[src/rtl/npc_pc_unit_pkg.sv]
// Shared encodings for the IF-stage PC unit: branch/jump types, FSM states
// and the default fetch address after reset.
package npc_pc_unit_pkg;

    localparam logic [31:0] RESET_PC_DEFAULT = 32'h0000_3000;

    typedef enum logic [2:0] {
        BR_NONE = 3'd0,
        BR_BEQ  = 3'd1,
        BR_BNE  = 3'd2,
        BR_J    = 3'd3,
        BR_JAL  = 3'd4,
        BR_JR   = 3'd5
    } br_type_e;

    typedef enum logic {
        ST_BOOT = 1'b0,
        ST_RUN  = 1'b1
    } pc_state_e;

endpackage

[src/rtl/npc_pc_unit_npc_calc.sv]
// Combinational next-PC resolution: branch condition, target selection and
// the PC value to load on the next clock edge.
module npc_calc
    import npc_pc_unit_pkg::*;
#(
    parameter logic [31:0] RESET_PC = RESET_PC_DEFAULT
) (
    input  logic        run,
    input  logic        stall,
    input  logic        d_valid,
    input  logic [2:0]  br_type,
    input  logic [31:0] d_pc,
    input  logic [15:0] imm16,
    input  logic [25:0] instr_index,
    input  logic [31:0] rs_val,
    input  logic        zero,
    input  logic [31:0] f_pc,
    output logic        resolved,
    output logic        taken,
    output logic [31:0] next_pc,
    output logic [31:0] link_pc
);

    logic        cond;
    logic        is_branch;
    logic [31:0] target;
    logic [31:0] slot_pc;

    always_comb begin
        cond      = 1'b0;
        is_branch = 1'b0;
        target    = 32'h0;
        slot_pc   = d_pc + 32'd4;
        case (br_type)
            BR_BEQ: begin
                is_branch = 1'b1;
                cond      = zero;
                target    = slot_pc + {{14{imm16[15]}}, imm16, 2'b00};
            end
            BR_BNE: begin
                is_branch = 1'b1;
                cond      = ~zero;
                target    = slot_pc + {{14{imm16[15]}}, imm16, 2'b00};
            end
            BR_J, BR_JAL: begin
                is_branch = 1'b1;
                cond      = 1'b1;
                target    = {slot_pc[31:28], instr_index, 2'b00};
            end
            BR_JR: begin
                is_branch = 1'b1;
                cond      = 1'b1;
                target    = rs_val;
            end
            default: begin
                is_branch = 1'b0;
            end
        endcase

        resolved = run && d_valid && !stall && is_branch;
        taken    = resolved && cond;
        link_pc  = d_pc + 32'd8;

        // The delay slot is already at f_pc, so a taken target lands one edge later.
        if (!run)
            next_pc = RESET_PC;
        else if (stall)
            next_pc = f_pc;
        else if (taken)
            next_pc = target;
        else
            next_pc = f_pc + 32'd4;
    end

endmodule

[src/rtl/npc_pc_unit.sv]
// IF-stage program counter with boot FSM, delayed-branch redirect and
// taken/total branch statistics counters.
module npc_pc_unit
    import npc_pc_unit_pkg::*;
#(
    parameter logic [31:0] RESET_PC = RESET_PC_DEFAULT,
    parameter int          CNT_W    = 32
) (
    input  logic             clk,
    input  logic             reset,
    input  logic             stall,
    input  logic             d_valid,
    input  logic [2:0]       br_type,
    input  logic [31:0]      d_pc,
    input  logic [15:0]      imm16,
    input  logic [25:0]      instr_index,
    input  logic [31:0]      rs_val,
    input  logic             zero,
    output logic [31:0]      f_pc,
    output logic             f_valid,
    output logic             redirect,
    output logic [31:0]      link_pc,
    output logic [CNT_W-1:0] br_total,
    output logic [CNT_W-1:0] br_taken
);

    pc_state_e        state_q, state_d;
    logic [31:0]      f_pc_q, f_pc_d;
    logic             f_valid_q, f_valid_d;
    logic [CNT_W-1:0] br_total_q, br_total_d;
    logic [CNT_W-1:0] br_taken_q, br_taken_d;

    logic             resolved;
    logic             taken;
    logic [31:0]      next_pc;

    npc_calc #(
        .RESET_PC (RESET_PC)
    ) u_npc_calc (
        .run         (state_q == ST_RUN),
        .stall       (stall),
        .d_valid     (d_valid),
        .br_type     (br_type),
        .d_pc        (d_pc),
        .imm16       (imm16),
        .instr_index (instr_index),
        .rs_val      (rs_val),
        .zero        (zero),
        .f_pc        (f_pc_q),
        .resolved    (resolved),
        .taken       (taken),
        .next_pc     (next_pc),
        .link_pc     (link_pc)
    );

    always_comb begin
        state_d    = ST_RUN;
        f_valid_d  = 1'b1;
        f_pc_d     = next_pc;
        br_total_d = br_total_q + {{(CNT_W-1){1'b0}}, resolved};
        br_taken_d = br_taken_q + {{(CNT_W-1){1'b0}}, taken};
    end

    // BOOT holds one cycle at RESET_PC with f_valid low to let IMEM settle.
    always_ff @(posedge clk) begin
        if (!reset) begin
            state_q    <= ST_BOOT;
            f_pc_q     <= RESET_PC;
            f_valid_q  <= 1'b0;
            br_total_q <= '0;
            br_taken_q <= '0;
        end else begin
            state_q    <= state_d;
            f_pc_q     <= f_pc_d;
            f_valid_q  <= f_valid_d;
            br_total_q <= br_total_d;
            br_taken_q <= br_taken_d;
        end
    end

    assign f_pc     = f_pc_q;
    assign f_valid  = f_valid_q;
    assign redirect = taken;
    assign br_total = br_total_q;
    assign br_taken = br_taken_q;

endmodule

[config.mk]
export PLATFORM = sky130hd
export DESIGN_NAME = npc_pc_unit
export DESIGN_NICKNAME = d
export VERILOG_FILES = /design/src/rtl/npc_pc_unit_pkg.sv /design/src/rtl/npc_pc_unit_npc_calc.sv /design/src/rtl/npc_pc_unit.sv
export SDC_FILE = /design/constraint.sdc
export NUM_CORES = 1
export LEC_CHECK = 0
export CORE_ASPECT_RATIO = 0.9
export CORE_UTILIZATION = 45
export CTS_BUF_LIST = sky130_fd_sc_hd__clkbuf_8 sky130_fd_sc_hd__clkbuf_16
export DETAILED_ROUTE_END_ITERATION = 10
export PLACE_DENSITY = 0.83
export SLEW_MARGIN = 25
export SYNTH_ARGS = -nofsm -noshare
export SYNTH_HDL_FRONTEND = slang
export SYNTH_SLANG_ARGS = --single-unit
[constraint.sdc]
create_clock -name clk -period 7.5 [get_ports clk]
set_input_delay 1.125 -clock clk [delete_from_list [all_inputs] [get_ports clk]]
set_output_delay 1.125 -clock clk [all_outputs]
set_load 0.02 [all_outputs]
==> key figures, run 1 <==
Setup path
  – Worst-case reg-to-reg path depth: 14
  – Critical path class: primary input to output pin
  – WP data arrival: 4.11 ns
  – Critical path capture point type: output pin
  – Startpoint types: primary input
  – WP data required: 6.38 ns
  – Crit path max fanout: 6

Drt
  – Post-Route WL: 25100 µm
  – Drt drc: 0
  – DR vias: 8591
  – DR WL/cell: 16.8 µm
  – Via density: 5.73
  – Starting DRC count in detailed routing: between 600 and 700
  – 1st-pass router iterations: 7
  – Post-DRT Antenna Nets: 0

Finish
  – Fin nets: around 1400
  – Layout cells sized above 1: 2.94%
  – Final Util: between 60% and 70%
  – Commonest non-fill, non-tap cell in the layout: clkdlybuf4s50_1
  – P&R area growth vs syn: 34.6%
  – N_diodes: 0
  – Most frequent cells in the layout: clkdlybuf4s50_1 (243), dfxtp_1 (97), nand2_1 (94)

Placed design
  – Buffers on Ports: roughly 240
  – Global placement routability congestion: ~0.9
  – DP HPWL: 19600 µm

Yosys
  – Yosys reg bits: 97
  – Compound-cell area share of the yosys netlist: 21.1%
  – Seq/Total Area, Yosys: between 20% and 30%
  – Main synth FF type: dfxtp_1
  – Post-synthesis area per instance: 7.75 µm²
  – Synth Warn #: 0
  – Largest family of logic cells by synthesized area: simple AND/OR/NAND/NOR gates
  – Number of synthesized flops with an enable pin: 0
  – Adder-cell share of the synthesized area: 6.44%
  – Syn_nets: 1198
  – Mux contribution to synthesized area: about 2.4%
  – Distinct cells, synth: 73
  – Cell count after synthesis: 1043
  – Post-Synth Simple-Gate Area: 27.9%
  – Async SR Flop Fraction: 0%
  – Post-Synthesis Cell Area: 8080 µm²
  – Post-Synth XOR/XNOR Area: 13.7%

Power and ir drop
  – Static Leakage: around 0.004 µW
  – Pwr Density: 124 nW/µm²
  – Worst vdd ir: 0.000108 V

Clock network
  – Hold Buf Count CTS: 0
  – H-Tree Depth: 3
  – Root Driver: clkbuf_16
  – Post-CTS setup buffer count: 0
  – Num CTS Buffers: 9
  – Post-cts repair resize count: 0
  – Clk sinks: 97
  – CTS clk-pin slew, worst paths: 0.07 ns
  – CTS tree: done
  – Clock latency on the worst-skew pair: 0.35 ns
  – Worst-case clock buffer depth: 2

Timing
  – Setup_tns: 0 ns
  – Min Clock Period, post-route: 5.23 ns
  – Final setup vio count: 0
  – Number of hold violations in the final report: 0
  – Slew margin rel.: approximately 40%
  – Final worst-path cycle share: 69.7%
  – Fin Clk Skew: between 0.009 and 0.01 ns
  – RSZ-0062 raised after global routing: no
  – Final Max Tran Viols: 0
  – Worst Max-Slew Pin Slew: about 0.90 ns
  – Max Fclk: roughly 190 MHz

Die
  – Core box area: 17600 µm²
  – Die span in x: between 100 and 150 µm
  – Initial core utilization: a little under half
  – FP Rows: 46
  – I/O pin count: ~240
  – DIE AREA: between 15000 and 20000 µm²
  – Die extent in y: 129 µm

GRT
  – Pin count of the biggest net entering global routing: 68
  – GRT Overall Usage: a little over a quarter
  – Vias in the first global route: 7900
  – Gr ovfl total: 0
  – First-pass GRT wire length: between 30000 and 40000 µm
  – Initial antenna violation count: 0

Outcome
  – Status: finished, final reports clean

Flow run
  – Max-Cap Viols: 0

Min path
  – Hold Path Depth: 2
  – Hold Crit Class: flip-flop to flip-flop
-- area by class of cell --
cell class | instances | area, µm²
inverter | 18 | 67.6
multi-input combinational | 876 | 5780
timing repair buffer | 251 | 2490
sequential | 97 | 1940
fill | 1595 | 6730
clock buffer | 10 | 239
tap | 240 | 300
clock inverter | 6 | 57.6
-- report_power, final --
| group | leakage, µW | internal, µW | total, µW | switching, µW |
|---|---|---|---|---|
| sequential | 0.000782 | 517 | 521 | 3.30 |
| combinational | 0.00319 | 169 | 366 | 197 |
| clock | 0.000147 | 242 | 459 | 216 |
| total | 0.00412 | 929 | 1340 | 416 |
-- critical path: stages --
cell	delay, ns
clkdlybuf4s50_1	0.54
ha_1	0.22
and3_1	0.30
nand2_1	0.22
nor3_1	0.46
nand3_1	0.24
nor2_1	0.20
xor2_1	0.18
clkdlybuf4s50_1	0.62
-- through the flow --
step / total power (µW) / std cells / hold slack (ns) / instance area (µm²) / setup WS, ns
after floorplan: 749 / 1043 / 0.568 / 8080 / 3.07
after global placement: 889 / 1482 / 0.487 / 10600 / 2.35
after detailed placement: 892 / 1482 / 0.495 / 10600 / 2.23
after CTS: 1350 / 1498 / 0.506 / 10900 / 2.26
after global routing: 1400 / 1498 / 0.548 / 10900 / 2.01
final: 1340 / 1498 / 0.505 / 10900 / 2.27
-- synth_stat cells (6+ instances only) --
| cell type | instances | area, µm² |
|---|---|---|
| dfxtp_1 | 97 | 1940 |
| nand2_1 | 94 | 353 |
| xnor2_1 | 78 | 683 |
| a21oi_1 | 72 | 360 |
| nor2_1 | 71 | 267 |
| and2_1 | 66 | 413 |
| nand3_1 | 56 | 280 |
| o21ai_0 | 54 | 270 |
| xor2_1 | 46 | 403 |
| ha_1 | 40 | 500 |
| and3_1 | 36 | 225 |
| clkbuf_1 | 31 | 116 |
| nand4_1 | 24 | 150 |
| a21o_1 | 19 | 143 |
| a221oi_1 | 19 | 166 |
| mux2i_1 | 19 | 190 |
| nor3_1 | 19 | 95.1 |
| inv_1 | 16 | 60.1 |
| a211oi_1 | 15 | 113 |
| a21boi_0 | 13 | 97.6 |
| and4_1 | 13 | 114 |
| or3_1 | 13 | 81.3 |
| a31oi_1 | 12 | 75.1 |
| nor2b_1 | 9 | 56.3 |
| o22ai_1 | 8 | 50.1 |
| buf_2 | 7 | 35.0 |
| nor4_1 | 7 | 43.8 |
| a22oi_1 | 6 | 45.0 |
| o21bai_1 | 6 | 45.0 |
-- worst paths after layout --
check                             startpoint            to  slack, ns
worst max-delay path                 d_pc[4]   link_pc[25]       2.27
worst min-delay path            br_total[17]  br_total[17]       0.50
worst max register to register       f_valid  br_taken[27]       4.05
worst min register to register  br_total[17]  br_total[17]       0.50
-- kinds of logic (layout without fill, tap and decap cells) --
| family | count (synthesis) | count (layout) |
|---|---|---|
| and+or+nand+nor | 428 | 428 |
| muxes | 19 | 19 |
| AOI/OAI and AO/OA | 263 | 263 |
| DFF | 97 | 97 |
| adders and majority gates | 41 | 41 |
| buffers and inverters | 70 | 285 |
| xor gates and xnor gates | 125 | 125 |
-- per-layer routing --
metal  vias to the layer above  GRT usage (%)  routed length, µm
li1                       4225              -                  -
met1                      3969           35.0              11300
met2                       356           44.2              11400
met3                        41           3.84               1780
met4                         0           10.2                655
met5                         -              0                  0
-- state kept, by name, indices dropped and copies added, names as in the netlist --
| name | cells |
|---|---|
| f_pc | 32 |
| f_valid | 1 |
| br_total | 32 |
| br_taken | 32 |
Power figures use the tool's default switching activity.
==> inputs of run 2 (changes only) <==
==> constraint.sdc (replaced) <==
create_clock -name clk -period 5.19 [get_ports clk]
set_input_delay 0.7785 -clock clk [delete_from_list [all_inputs] [get_ports clk]]
set_output_delay 0.7785 -clock clk [all_outputs]
set_load 0.02 [all_outputs]
==> run 2 against run 1 <==
Compared with the run above: die area did not move; clock skew rose by 0.0024 ns; critical path depth did not move; setup slack got worse by 1.8 ns; global-route usage rose by 0.75 points; via count rose by 0.10%; non-clock buffer count rose by 3; flip-flop and latch count did not move; sequential share of layout area barely moved; clock power rose by 50%.
==> key figures, run 2 (synthesis gave the netlist of run 1 again) <==
Timing
  – Setup_tns: 0 ns
  – Fin Clk Skew: 0.0115 ns
  – Number of hold violations in the final report: 0
  – Worst Max-Slew Pin Slew: between 0.9 and 1 ns
  – Final setup vio count: 0
  – Max Fclk: 211 MHz
  – Slew margin rel.: about a third
  – Hold WS: 0.502 ns
  – Final Max Tran Viols: 0
  – Final worst-path cycle share: 91.2%
  – Min Clock Period, post-route: about 4.7 ns
  – RSZ-0062 raised after global routing: no

Drt
  – Post-Route WL: 25300 µm
  – Drt drc: 0
  – Starting DRC count in detailed routing: 649
  – 1st-pass router iterations: 5
  – DR vias: 8600
  – Via density: 5.73
  – Post-DRT Antenna Nets: 0
  – DR WL/cell: 16.9 µm

Clock network
  – CTS tree: done
  – Num CTS Buffers: 9
  – Root Driver: clkbuf_16
  – Hold Buf Count CTS: 0
  – Post-CTS setup buffer count: 0
  – Clk sinks: 97
  – Post-cts repair resize count: 0
  – H-Tree Depth: 3
  – Clock latency on the worst-skew pair: 0.35 ns
  – Worst-case clock buffer depth: 2
  – CTS clk-pin slew, worst paths: 0.06 ns

Finish
  – Finished Cell Area: around 11000 µm²
  – N_diodes: 0
  – Finished Layout Cells: 1501
  – Commonest non-fill, non-tap cell in the layout: clkdlybuf4s50_1
  – P&R area growth vs syn: 35.0%
  – Layout cells sized above 1: 3.09%
  – Fin nets: 1411
  – Most frequent cells in the layout: clkdlybuf4s50_1 (243), dfxtp_1 (97), nand2_1 (94)

Setup path
  – Crit path max fanout: 6
  – Worst R2R End: br_taken[31]
  – Crit-path cells: clkdlybuf4s50_1 > ha_1 > and3_1 > nand2_1 > nor3_1 > nand3_1 > nor2_1 > xor2_1 > clkdlybuf4s50_1
  – Crit. Startpoint: d_pc[3]
  – Worst-case reg-to-reg path depth: 13
  – CP max-delay cell: clkdlybuf4s50_1
  – Most common cell on crit path: clkdlybuf4s50_1
  – Worst path max stage delay: 0.65 ns
  – Reg-to-reg startpoint: f_valid
  – Worst setup path endpoint: link_pc[25]
  – Startpoint types: primary input
  – Reg2Reg Setup Slack: about 1.7 ns
  – WP data arrival: 3.96 ns
  – Critical path class: primary input to output pin
  – Critical path capture point type: output pin
  – WP data required: roughly 4.4 ns

Placed design
  – Buffers on Ports: approximately 240
  – Global placement routability congestion: slightly above 0.9
  – DP HPWL: 19700 µm
  – Placed insts: 1485
  – Cell area after placement: 10600 µm²

GRT
  – Vias in the first global route: 7890
  – First-pass GRT wire length: a little over 40000 µm
  – Pin count of the biggest net entering global routing: 68
  – Gr ovfl total: 0
  – Initial antenna violation count: 0
  – GRT Overall Usage: 27.4%

Die
  – Initial core utilization: a little under half
  – DIE AREA: approximately 18000 µm²
  – Core box area: 17600 µm²
  – Die span in x: 143 µm
  – I/O pin count: between 200 and 250
  – FP Rows: 46
  – Die extent in y: ~130 µm

Min path
  – Hold Crit Class: flip-flop to flip-flop

Power and ir drop
  – Static Leakage: 0.00414 µW
  – Pwr Density: 181 nW/µm²
  – Worst vdd ir: 0.000158 V

Outcome
  – Status: finished, final reports clean

Flow run
  – Max-Cap Viols: 0
run 2: changes by cell type in the layout (fill, tap and decap cells not counted), sizes merged:
cell and change:
bufinv +1, buf +3, clkinvlp +1, clkinv -1
clkbuf -1
run 2: how the worst min path moves through the flow:
| stage | startpoint | cells past startpoint | slack (ns) | to |
|---|---|---|---|---|
| finish | f_pc[0] | 2 | 0.50 | f_pc[0] |
| global route | f_pc[0] | 2 | 0.56 | f_pc[0] |
| CTS | f_pc[1] | 2 | 0.50 | f_pc[1] |
| detailed placement | f_pc[1] | 2 | 0.49 | f_pc[1] |
| global placement | f_pc[1] | 2 | 0.48 | f_pc[1] |
| floorplan | f_pc[0] | 2 | 0.57 | f_pc[0] |
run 2: cell type report:
cell class | instances | area, µm²
Tap cell | 240 | 300
Inverter | 18 | 67.6
Clock inverter | 7 | 78.8
Multi-Input combinational cell | 876 | 5780
Clock buffer | 9 | 225
Timing Repair Buffer | 254 | 2510
Sequential cell | 97 | 1940
Fill cell | 1594 | 6700
run 2: per-stage QoR:
stage	setup slack (ns)	power, µW	utilization, %
6_report	0.454	1970	61.9
5_1_grt	0.157	2060	61.9
4_1_cts	0.541	1970	61.9
3_5_place_dp	0.330	1290	60.2
3_3_place_gp	0.539	1280	60.2
2_1_floorplan	1.10	1080	-
run 2: critical path, delay by kind of cell:
kind	cells	cell delay, ns
AND/OR/NAND/NOR	5	1.56
adder cells (fa/ha/maj)	1	0.22
XOR/XNOR	1	0.23
buffers and inverters	2	1.18
run 2: power breakdown:
group,internal [µW],leakage (µW),total [µW],switching [µW]
Clock,380,0.000150,689,309
Combinational,246,0.00321,529,283
Sequential,748,0.000782,752,4.57
Total,1370,0.00414,1970,596
run 2: per-layer routing:
layer	track usage, %	wire, µm	part of all wire [%]	up-vias
met2	44.3	11400	45	381
met1	34.8	11000	43	3944
met4	11.8	715	2.8	0
met3	6.69	2180	8.6	47
li1	-	-	-	4228
met5	0	0	0	-
==> inputs of run 3 (changes only) <==
--- a/config.mk
+++ b/config.mk
@@ -10,6 +10,7 @@
 export CTS_BUF_LIST = sky130_fd_sc_hd__clkbuf_8 sky130_fd_sc_hd__clkbuf_16
 export DETAILED_ROUTE_END_ITERATION = 10
 export PLACE_DENSITY = 0.83
+export SETUP_SLACK_MARGIN = 0.4
 export SLEW_MARGIN = 25
 export SYNTH_ARGS = -nofsm -noshare
 export SYNTH_HDL_FRONTEND = slang
==> run 3 against run 2 <==
Compared with the run above: die area did not move; fmax increased by 7.2%; register-to-register slack about the same; sequential power barely moved; routed wire length about the same; critical endpoint unchanged; largest cell class unchanged.
==> key figures, run 3 (synthesis gave the netlist of run 1 again) <==
Outcome
  – Status: finished, final reports clean

Die
  – Die span in x: 143 µm
  – Die extent in y: 129 µm
  – Core box area: 17600 µm²
  – Initial core utilization: a little under half
  – DIE AREA: 18500 µm²
  – I/O pin count: 244
  – FP Rows: 46

Finish
  – Final Util: roughly 62%
  – Commonest non-fill, non-tap cell in the layout: clkdlybuf4s50_1
  – P&R area growth vs syn: 35.1%
  – Finished Cell Area: 10900 µm²
  – N_diodes: 0
  – Most frequent cells in the layout: clkdlybuf4s50_1 (243), dfxtp_1 (97), nand2_1 (94)
  – Fin nets: 1411
  – Layout cells sized above 1: 3.17%

Power and ir drop
  – Combinational share of power: ~27%
  – Static Leakage: between 0.004 and 0.005 µW
  – Sw frac: ~30%
  – Sequential power share: 38.2%
  – Switching Power: 596 µW
  – Clock power share: 34.9%
  – Pwr Density: 180 nW/µm²
  – Internal Power: 1370 µW
  – Worst vdd ir: 0.000158 V

Placed design
  – Global placement routability congestion: 0.916
  – Dpl ws: approximately 0.33 ns
  – Buffers on Ports: between 200 and 250
  – DP HPWL: approximately 20000 µm
  – Cell area after placement: 10600 µm²

Clock network
  – Num CTS Buffers: 9
  – Clock latency on the worst-skew pair: 0.35 ns
  – H-Tree Depth: 3
  – CTS tree: done
  – Post-CTS setup buffer count: 0
  – CTS clk-pin slew, worst paths: 0.06 ns
  – Root Driver: clkbuf_16
  – Worst-case clock buffer depth: 2
  – Clk sinks: 97

Min path
  – Hold Crit Class: flip-flop to flip-flop

GRT
  – Gr ovfl total: 0
  – Pin count of the biggest net entering global routing: 68
  – Vias in the first global route: 7890
  – First-pass GRT wire length: a little over 40000 µm
  – GRT Overall Usage: 27.4%
  – Initial antenna violation count: 0

Setup path
  – Worst R2R End: br_taken[31]
  – Critical path capture point type: output pin
  – Reg-to-reg startpoint: f_valid
  – Worst-case reg-to-reg path depth: 13
  – CP max-delay cell: clkdlybuf4s50_1
  – Startpoint types: primary input
  – Most common cell on crit path: clkdlybuf4s50_1
  – Crit-path cells: clkdlybuf4s50_1 > ha_1 > and3_1 > nand2_1 > nor3_4 > nand3_1 > nor2_1 > xor2_1 > clkdlybuf4s50_1
  – Worst path max stage delay: 0.65 ns
  – WP data arrival: 3.64 ns
  – Crit. Startpoint: d_pc[3]
  – Critical path class: primary input to output pin
  – Crit path max fanout: 6
  – WP data required: 4.41 ns
  – Reg2Reg Setup Slack: 1.74 ns
  – Worst setup path endpoint: link_pc[25]

Timing
  – Final setup vio count: 0
  – Fin Clk Skew: 0.00913 ns
  – Final Worst Setup Slack: 0.774 ns
  – Final Max Tran Viols: 0
  – Number of hold violations in the final report: 0
  – Worst Max-Slew Pin Slew: 0.988 ns
  – Slew margin rel.: 34.1%
  – RSZ-0062 raised after global routing: no
  – Min Clock Period, post-route: 4.42 ns
  – Setup_tns: 0 ns
  – Final worst-path cycle share: 85.1%
  – Max Fclk: between 200 and 250 MHz

Flow run
  – Max-Cap Viols: 0

Drt
  – Drt drc: 0
  – DR WL/cell: ~17 µm
  – Via density: 5.71
  – 1st-pass router iterations: 6
  – Post-Route WL: 25300 µm
  – DR vias: 8570
  – Starting DRC count in detailed routing: about 660
  – Post-DRT Antenna Nets: 0
run 3: final cells by class:
type | count | area [µm²]
inverters | 18 | 67.6
flip-flops and latches | 97 | 1940
well taps | 240 | 300
repair buffers | 254 | 2510
clock buffers | 9 | 225
multi-input cells | 876 | 5790
clock inverters | 7 | 78.8
fillers | 1590 | 6690
run 3: power by group through the flow:
stage / sequential [µW] / clock, µW / combinational (µW)
2_1_floorplan: 773 / 0 / 310
3_3_place_gp: 769 / 0 / 516
3_5_place_dp: 769 / 0 / 521
4_1_cts: 752 / 698 / 525
5_1_grt: 752 / 727 / 576
6_report: 752 / 688 / 529
run 3: worst min-delay path by stage:
| stage | slack (ns) | from | depth (start not counted) | to |
|---|---|---|---|---|
| floorplan | 0.57 | f_pc[0] | 2 | f_pc[0] |
| global placement | 0.48 | f_pc[1] | 2 | f_pc[1] |
| detailed placement | 0.49 | f_pc[1] | 2 | f_pc[1] |
| CTS | 0.50 | f_pc[1] | 2 | f_pc[1] |
| global route | 0.56 | f_pc[0] | 2 | f_pc[0] |
| finish | 0.50 | f_pc[1] | 2 | f_pc[1] |
run 3: per-stage QoR:
step	cells	power [µW]	hold WS (ns)
after floorplan	1043	1080	0.568
after global placement	1485	1280	0.483
after detailed placement	1485	1290	0.492
after CTS	1501	1970	0.502
after global routing	1501	2060	0.556
final	1501	1970	0.504
run 3: what timing repair did:
item | in CTS | in global routing
endpoints found under the setup margin | 0 | 3
hold buffers | 0 | 0
gates resized for setup | 0 | 2
run 3: worst max-delay path, delay by kind of cell:
| kind | cells | cell delay (ns) |
|---|---|---|
| buf+inv | 2 | 1.18 |
| xor+xnor | 1 | 0.22 |
| simple gates | 5 | 1.23 |
| fa+ha+maj | 1 | 0.22 |
run 3: routing by layer:
| layer | vias up | share of wire, % | track usage (%) |
|---|---|---|---|
| met3 | 49 | 8.8 | 6.69 |
| met4 | 0 | 2.8 | 11.8 |
| met5 | - | 0 | 0 |
| met2 | 385 | 45 | 44.3 |
| met1 | 3909 | 43 | 34.8 |
| li1 | 4227 | - | - |
